File: src/rtl/slavefifo2b_bus_arbiter.sv
// Round-robin arbiter sharing one FX3 slave-FIFO port between three requesters,
// with address setup and bus turnaround phases. Optional watchdog: SLAVEFIFO_ARB_WATCHDOG_EN.
module slavefifo2b_bus_arbiter #(
    parameter int unsigned TURN_CYCLES = 2,
    parameter int unsigned MAX_HOLD    = 4096
) (
    input  logic        clk_100,
    input  logic        reset,
    input  logic [2:0]  req,
    input  logic [2:0]  done,
    input  logic [2:0]  slrd_req_n,
    input  logic [2:0]  sloe_req_n,
    input  logic [2:0]  slwr_req_n,
    input  logic [2:0]  pktend_req_n,
    input  logic [5:0]  addr_req,
    input  logic [95:0] wdata_req,
    output logic [2:0]  gnt,
    output logic        slrd_,
    output logic        sloe_,
    output logic        slwr_,
    output logic        pktend_,
    output logic [1:0]  faddr,
    output logic [31:0] fdata_out,
    output logic        fdata_oe,
    output logic        busy,
    output logic        timeout
);

    typedef enum logic [1:0] {ST_IDLE, ST_SETUP, ST_OWN, ST_TURN} state_t;

    state_t      state_q, state_d;
    logic [1:0]  owner_q, owner_d;
    logic [1:0]  last_owner_q, last_owner_d;
    logic [2:0]  gnt_q, gnt_d;
    logic [2:0]  turn_cnt_q, turn_cnt_d;
    logic [1:0]  faddr_q, faddr_d;
    logic        timeout_q, timeout_d;
    logic        wd_fire_s;
    logic        release_s;
    logic [1:0]  winner_s;

    // Search order starts at the requester after the previous owner.
    function automatic logic [1:0] rr_pick(input logic [2:0] r, input logic [1:0] last);
        logic [1:0] c0, c1, c2;
        case (last)
            2'd0:    begin c0 = 2'd1; c1 = 2'd2; c2 = 2'd0; end
            2'd1:    begin c0 = 2'd2; c1 = 2'd0; c2 = 2'd1; end
            default: begin c0 = 2'd0; c1 = 2'd1; c2 = 2'd2; end
        endcase
        if (r[c0]) begin
            rr_pick = c0;
        end else if (r[c1]) begin
            rr_pick = c1;
        end else begin
            rr_pick = c2;
        end
    endfunction

    assign winner_s = rr_pick(req, last_owner_q);

`ifdef SLAVEFIFO_ARB_WATCHDOG_EN
    logic [15:0] hold_q, hold_d;

    // Hold counter: cleared in SETUP so it reads zero on the first OWN cycle.
    always_comb begin
        hold_d = hold_q;
        case (state_q)
            ST_SETUP: hold_d = 16'd0;
            ST_OWN:   hold_d = hold_q + 16'd1;
            default:  hold_d = hold_q;
        endcase
    end

    // Hold counter register.
    always_ff @(posedge clk_100) begin
        if (reset) begin
            hold_q <= 16'd0;
        end else begin
            hold_q <= hold_d;
        end
    end

    assign wd_fire_s = (state_q == ST_OWN) && (hold_q == 16'(MAX_HOLD - 1));
`else
    logic unused_max_hold_s;
    assign unused_max_hold_s = ^(16'(MAX_HOLD));
    assign wd_fire_s = 1'b0;
`endif

    assign release_s = done[owner_q] | ~req[owner_q] | wd_fire_s;

    // Next-state and grant bookkeeping.
    always_comb begin
        state_d      = state_q;
        owner_d      = owner_q;
        last_owner_d = last_owner_q;
        gnt_d        = gnt_q;
        turn_cnt_d   = turn_cnt_q;
        timeout_d    = 1'b0;
        case (state_q)
            ST_IDLE: begin
                if (|req) begin
                    state_d = ST_SETUP;
                    owner_d = winner_s;
                    gnt_d   = 3'b001 << winner_s;
                end else begin
                    gnt_d   = 3'b000;
                end
            end
            ST_SETUP: state_d = ST_OWN;
            ST_OWN: begin
                if (release_s) begin
                    state_d      = ST_TURN;
                    gnt_d        = 3'b000;
                    last_owner_d = owner_q;
                    turn_cnt_d   = 3'd0;
                    timeout_d    = wd_fire_s;
                end else begin
                    state_d      = ST_OWN;
                end
            end
            ST_TURN: begin
                if (turn_cnt_q == 3'(TURN_CYCLES - 1)) begin
                    state_d    = ST_IDLE;
                    turn_cnt_d = 3'd0;
                end else begin
                    turn_cnt_d = turn_cnt_q + 3'd1;
                end
            end
            default: begin
                state_d = ST_IDLE;
                gnt_d   = 3'b000;
            end
        endcase
    end

    // Bus-side outputs: only OWN passes the owner's strobes through.
    always_comb begin
        slrd_     = 1'b1;
        sloe_     = 1'b1;
        slwr_     = 1'b1;
        pktend_   = 1'b1;
        fdata_out = 32'd0;
        fdata_oe  = 1'b0;
        faddr     = faddr_q;
        case (state_q)
            ST_SETUP: faddr = addr_req[{owner_q, 1'b0} +: 2];
            ST_OWN: begin
                slrd_     = slrd_req_n[owner_q];
                sloe_     = sloe_req_n[owner_q];
                slwr_     = slwr_req_n[owner_q];
                pktend_   = pktend_req_n[owner_q];
                faddr     = addr_req[{owner_q, 1'b0} +: 2];
                fdata_out = wdata_req[{owner_q, 5'b00000} +: 32];
                fdata_oe  = ~slwr_req_n[owner_q];
            end
            default: faddr = faddr_q;
        endcase
        faddr_d = faddr;
    end

    // State and bookkeeping registers.
    always_ff @(posedge clk_100) begin
        if (reset) begin
            state_q      <= ST_IDLE;
            owner_q      <= 2'd0;
            last_owner_q <= 2'd2;
            gnt_q        <= 3'b000;
            turn_cnt_q   <= 3'd0;
            faddr_q      <= 2'd0;
            timeout_q    <= 1'b0;
        end else begin
            state_q      <= state_d;
            owner_q      <= owner_d;
            last_owner_q <= last_owner_d;
            gnt_q        <= gnt_d;
            turn_cnt_q   <= turn_cnt_d;
            faddr_q      <= faddr_d;
            timeout_q    <= timeout_d;
        end
    end

    assign gnt     = gnt_q;
    assign busy    = (state_q != ST_IDLE);
    assign timeout = timeout_q;

endmodule

File: config.mk
export PLATFORM = sky130hd
export DESIGN_NAME = slavefifo2b_bus_arbiter
export DESIGN_NICKNAME = d
export VERILOG_FILES = /design/src/rtl/slavefifo2b_bus_arbiter.sv
export SDC_FILE = /design/constraint.sdc
export NUM_CORES = 1
export LEC_CHECK = 0
export ABC_CLOCK_PERIOD_IN_PS = 1700
export BUFFER_PORTS_ARGS = -buffer_cell sky130_fd_sc_hd__buf_2
export CAP_MARGIN = 20
export CORE_MARGIN = 10
export CORE_UTILIZATION = 34
export CTS_CLUSTER_DIAMETER = 150
export DETAILED_ROUTE_END_ITERATION = 6
export PLACE_DENSITY = 0.79
export SLEW_MARGIN = 25
export SYNTH_ARGS = -nofsm -noshare
export SYNTH_HDL_FRONTEND = slang
export SYNTH_SLANG_ARGS = --single-unit
File: constraint.sdc
create_clock -name clk_100 -period 1.7 [get_ports clk_100]
set_input_delay 0.34 -clock clk_100 [delete_from_list [all_inputs] [get_ports clk_100]]
set_output_delay 0.34 -clock clk_100 [all_outputs]
set_load 0.005 [all_outputs]
# --- Yosys cells after proc, flatten, opt, wreduce, memory -nomap -nowiden ---
# Cells that the tools add are included.
totals:
  regBits: 14
  inputBits: 122
  out_inout_bits: 44
  wordCells: 73
classes:
  n_addsub: 1
  magnitude_cmp: 3
  n_eq_ne: 8
  shifts: 3
  muxes: 37
  bitwise: 3
  reduce_logical: 12
op_table:
  columns: ["operator", "count"]
  rows:
  - ["variable part select 96 x 8 -> 32 bit", 1]
  - ["2-to-1 mux 32 bit", 1]
  - ["binary-select mux 1 bit (select 2 bit)", 8]
  - ["2-to-1 mux 1 bit", 14]
  - ["one-hot mux 2 bit (2 select lines)", 3]
  - ["one-hot mux 3 bit (2 select lines)", 2]
  - ["2-to-1 mux 2 bit", 5]
  - ["AND reduction 2 bit", 5]
  - ["< comparator 2 x 3 -> 1 bit (second input constant)", 3]
  - ["2-to-1 mux 3 bit", 3]
  - ["one-hot mux 2 bit (4 select lines)", 1]
  - ["!= test 2 bit (second input constant)", 3]
  - ["nonzero test 2 bit", 3]
  - ["variable part select 6 x 4 -> 2 bit", 1]
  - ["== test 2 x 1 -> 1 bit (second input constant)", 2]
  - ["== test 2 bit (second input constant)", 2]
  - ["zero test 2 bit", 2]
  - ["adder 3 x 1 -> 3 bit (second input constant)", 1]
  - ["== test 3 x 1 -> 1 bit (second input constant)", 1]
  - ["OR reduction 3 bit", 1]
  - ["<< shifter 1 x 2 -> 3 bit (first input constant)", 1]
  - ["NOT 1 bit", 2]
  - ["OR reduction 2 bit", 1]
  - ["bitwise OR 1 bit", 1]

# --- Logic depth before layout (Yosys ltp) ---
logic_depth:
  depth_word: 9
  mapped_depth: 7

# --- Least setup slack after synthesis ---
# OpenSTA, ideal clock, no wires.
synth_timing:
  path_kind: "register to register"
  startpoint: "register state_q[0]"
  endpoint: "register last_owner_q[1]"
  setup_time_ns: 0.122
  arrival_ns: 1.586
  setup_slack_ns: -0.008
  stages_incl_launch_ff: 7
  path_buffers: 1
  period_less_slack_ns: 1.708
  cell_sequence: "dfxtp_1 inv_1 ha_1 inv_1 or4_1 buf_2 a221o_1"
synth_via:
  elab_chain_cells: 2
synth_rtl:
  columns: ["element", "line_no", "text"]
  rows:
  - ["start: declaration", "31", "state_t state_q, state_d;"]
  - ["start signal: assignment", "173", "state_q <= state_d;"]
  - ["== test 2 bit", "100", "case (state_q)"]
  - ["AND reduction 2 bit (no line)", null, null]
  - ["end signal: assignment", "175", "last_owner_q <= last_owner_d;"]
  - ["end: declaration", "33", "logic [1:0] last_owner_q, last_owner_d;"]
# Every way passes these cells.
# A chain may end at the register's enable or synchronous reset.

# --- Worst setup path in the final report ---
layout_timing:
  startpoint: "register owner_q[0]"
  endpoint: "output port fdata_out[28]"
layout_via:
  elab_chain_cells: 2
layout_rtl:
  columns: ["element", "line_no", "text"]
  rows:
  - ["start: declaration", "32", "logic [1:0] owner_q, owner_d;"]
  - ["start signal: assignment", "174", "owner_q <= owner_d;"]
  - ["variable part select 96 x 8 -> 32 bit", "154", "fdata_out = wdata_req[{owner_q, 5'b00000} +: 32];"]
  - ["2-to-1 mux 32 bit", "146", "case (state_q)"]
  - ["end: declaration", "23", "output logic [31:0] fdata_out,"]
# Every way passes these cells.

==> impl_metrics.json <==
{
  "synth_adder_area_share_pct": 2.15,
  "cells_taking_the_most_area_after_synthesis": "sky130_fd_sc_hd__mux2i_1, sky130_fd_sc_hd__nor2_1, sky130_fd_sc_hd__dfxtp_1",
  "synth_top_cells_by_count": "sky130_fd_sc_hd__nor2_1, sky130_fd_sc_hd__a21oi_1, sky130_fd_sc_hd__mux2i_1",
  "num-nets-final": 563,
  "antenna_violations_before_repair": 0,
  "mappedNetlistArea_sq_um": 1750,
  "finalSetupViolCount": 40,
  "dieHeight_um": 91.7,
  "die-width_um": 91.7,
  "port_buffers": 164,
  "grt_first_pass_wirelength_um": 12600,
  "fp.dieArea_sq_um": 8410,
  "grt_remaining_overflow": 0,
  "drtIter0Drc": 118,
  "clkTransAtPathRegs_ns": 0.06,
  "post-route-worst-setup-slack_ns": -0.151,
  "finalCoreUtilization_pct": 62.0,
  "worst-r2r-setup-slack_ns": 0,
  "n_antenna_cell": 0,
  "yosys.cell_count.top_type": "sky130_fd_sc_hd__nor2_1",
  "cts_tree": "built",
  "critical_path.reg2reg.endpoint": "last_owner_q[1]",
  "design_power_total_uw": 4430,
  "row_count": 26,
  "synthSimpleGateAreaFrac_pct": 30.8,
  "synthArstFlopShare_pct": 0,
  "root_buffer": "sky130_fd_sc_hd__clkbuf_8",
  "vias_per_cell": 5.16,
  "status": "finished, violations left",
  "place_congestion": 0.886,
  "grt_max_degree": 25,
  "report.final.hold_viol_count": 0,
  "drv_cap": 0,
  "critPathKind": "reg -> out",
  "hpwl_um": 6420,
  "max_freq_mhz": 540,
  "vdd_drop_max_v": 0.000888,
  "fin_crit_sh_pct": 109,
  "proportion_of_netlist_area_held_by_the_largest_area_contributor_pct": 22.9,
  "numClockSinks": 14,
  "ys.flop_type": "sky130_fd_sc_hd__dfxtp_1",
  "critical_path_sink": "fdata_out[28]",
  "required_ns": 1.36,
  "slew_viol_final": 0,
  "n_fill_cell": 429,
  "timing.critical_path.from": "owner_q[0]",
  "worstSkewPairLatency_ns": 0.25,
  "drt_pass1_iterations": 4,
  "setup.worst_path.end_class": "primary output",
  "worst-endpoint-arrival_ns": 1.51,
  "routed_wirelength_um": 8730,
  "synth_compound_gate_area_share_pct": 20.5,
  "worst_clk_skew_ns": 0.00240,
  "finalSetupTns_ns": -3.43,
  "synth_enable_flop_cells": 0,
  "fin_hold_ws_ns": 0.453,
  "floorplan.io_pins": 166,
  "synth.yosys.seq_area_share_pct": 16.0,
  "vias_in_the_first_global_route": 2560,
  "worst_hold_path_type": "in -> reg",
  "power_density_nw_per_um2": 1420,
  "drcViolationCount": 0,
  "combinational_family_with_the_most_area_after_synthesis": "simple AND/OR/NAND/NOR gates",
  "min_period_ns": 1.85,
  "synthesis.yosys.warnings": 0,
  "setup_repair_after_global_routing_missed_its_margin": "yes",
  "core_region_area_sq_um": 5040,
  "route.detailed.wl_per_inst_um": 17.2,
  "start_util_pct": 34.7,
  "vias": 2614,
  "worst_setup_path_start_kind": "register",
  "holdBufCountCts": 0,
  "syn-mean-instance-area_sq_um": 6.65,
  "p_leak_uw": 0.00156,
  "synth_top_cell_by_area": "sky130_fd_sc_hd__mux2i_1",
  "layout-drive-gt1-share_pct": 51.3,
  "area_growth_syn_to_layout_pct": 78.9,
  "peak_fanout_along_the_critical_path": 9,
  "cts.path.max_buffers": 2,
  "grt_util_all_layers_pct": 17.7,
  "rr_startpoint": "owner_q[0]",
  "worst_r2r_path_depth": 4,
  "antenna_violating_nets_post_route": 0,
  "syn-instance-count": 263,
  "cts_max_level": 1,
  "ys_ff_latch": 14,
  "post_synth_mux_area_share_pct": 23.6,
  "failing_checks": "setup timing",
  "synth.net_count": 388,
  "synth-xor-area-share_pct": 0,
  "library_cells_used_by_synthesis": 36,
  "cts_inserted_buffers": 3
}
[cell type report]
class,instances,area (sq um),share of cell area [%]
clock buffer,4,55.1,1.76
inverter,5,21.3,0.680
multi-input combinational,223,1450,46.5
sequential,14,285,9.12
tap,70,87.6,2.80
timing repair buffer,191,1220,39.1
[registers in the layout, indices dropped and copies added (netlist names)]
name          count
last_owner_q      2
state_q           2
gnt               3
owner_q           2
faddr_q           2
turn_cnt_q        3
[layout by cell type (no fill, tap or decap), drive strengths merged, types with 2 or more instances in the layout]
cell | synthesis | layout
nand4b | 2 | 2
dfxtp | 14 | 14
clkbuf | 8 | 7
inv | 5 | 5
buf | 13 | 186
nor2 | 77 | 77
nand3 | 4 | 4
nand2b | 6 | 6
a21oi | 48 | 48
ha | 3 | 3
nor3b | 2 | 2
bufbuf | 0 | 2
mux2i | 40 | 40
o21ai | 8 | 8
nor2b | 2 | 2
nand2 | 4 | 4
a211oi | 5 | 5
nor4bb | 2 | 2
or3b | 2 | 2
nor3 | 5 | 5
[worst min-delay path by stage]
stage,from,slack (ns),end,cells past startpoint
4_1_cts,reset,0.43,state_q[1],2
6_report,addr_req[4],0.45,faddr_q[0],3
5_1_grt,addr_req[4],0.47,faddr_q[0],3
3_3_place_gp,gnt[1],0.46,gnt[1],2
2_1_floorplan,reset,0.41,owner_q[1],1
3_5_place_dp,gnt[2],0.46,gnt[2],2
[power by group]
| group | leakage, uW | switching (uW) | total (uW) | internal, uW |
|---|---|---|---|---|
| clock | 0.0000288 | 125 | 330 | 205 |
| sequential | 0.000116 | 95.9 | 530 | 434 |
| combinational | 0.00141 | 1740 | 3570 | 1830 |
[kinds of logic (layout without fill, tap and decap cells)]
logic type	after synthesis	after routing
adder cells (fa/ha/maj)	3	3
other	1	1
AO/OA/AOI/OAI	66	66
buffers and inverters	26	200
AND/OR/NAND/NOR	112	112
multiplexers	41	41
flip-flops	14	14
[repair_timing]
item / 4_1_cts / 5_1_grt
pin swaps: 0 / 6
buffers inserted: 3 / 3
gates cloned: 3 / 4
endpoints found under the setup margin: 39 / 47
gates resized for setup: 10 / 26
endpoints found under the hold margin: 0 / 0
[routing by layer]
layer  vias up  share of wire, %  global-route usage, %
met5         -                 0                      0
met4         0               1.6                   6.56
met3        14               8.5                   4.40
met2       143                49                   31.8
met1      1186                41                   19.7
li1       1271                 -                      -
[worst max-delay path, stage by stage, from the launching register on]
cell	delay [ns]
sky130_fd_sc_hd__dfxtp_4	0.36
sky130_fd_sc_hd__buf_12	0.14
sky130_fd_sc_hd__nor2b_4	0.19
sky130_fd_sc_hd__buf_6	0.13
sky130_fd_sc_hd__clkbuf_16	0.14
sky130_fd_sc_hd__a21oi_1	0.06
sky130_fd_sc_hd__nor2_1	0.09
sky130_fd_sc_hd__buf_2	0.13
[stage by stage]
step,setup slack (ns),instance area (sq um),cells
2_1_floorplan,0.0121,1750,263
3_3_place_gp,0.0686,2730,491
3_5_place_dp,0.0503,2730,491
4_1_cts,-0.135,2930,501
5_1_grt,-0.216,3130,507
6_report,-0.151,3130,507
(Power assumes the default switching activity.)
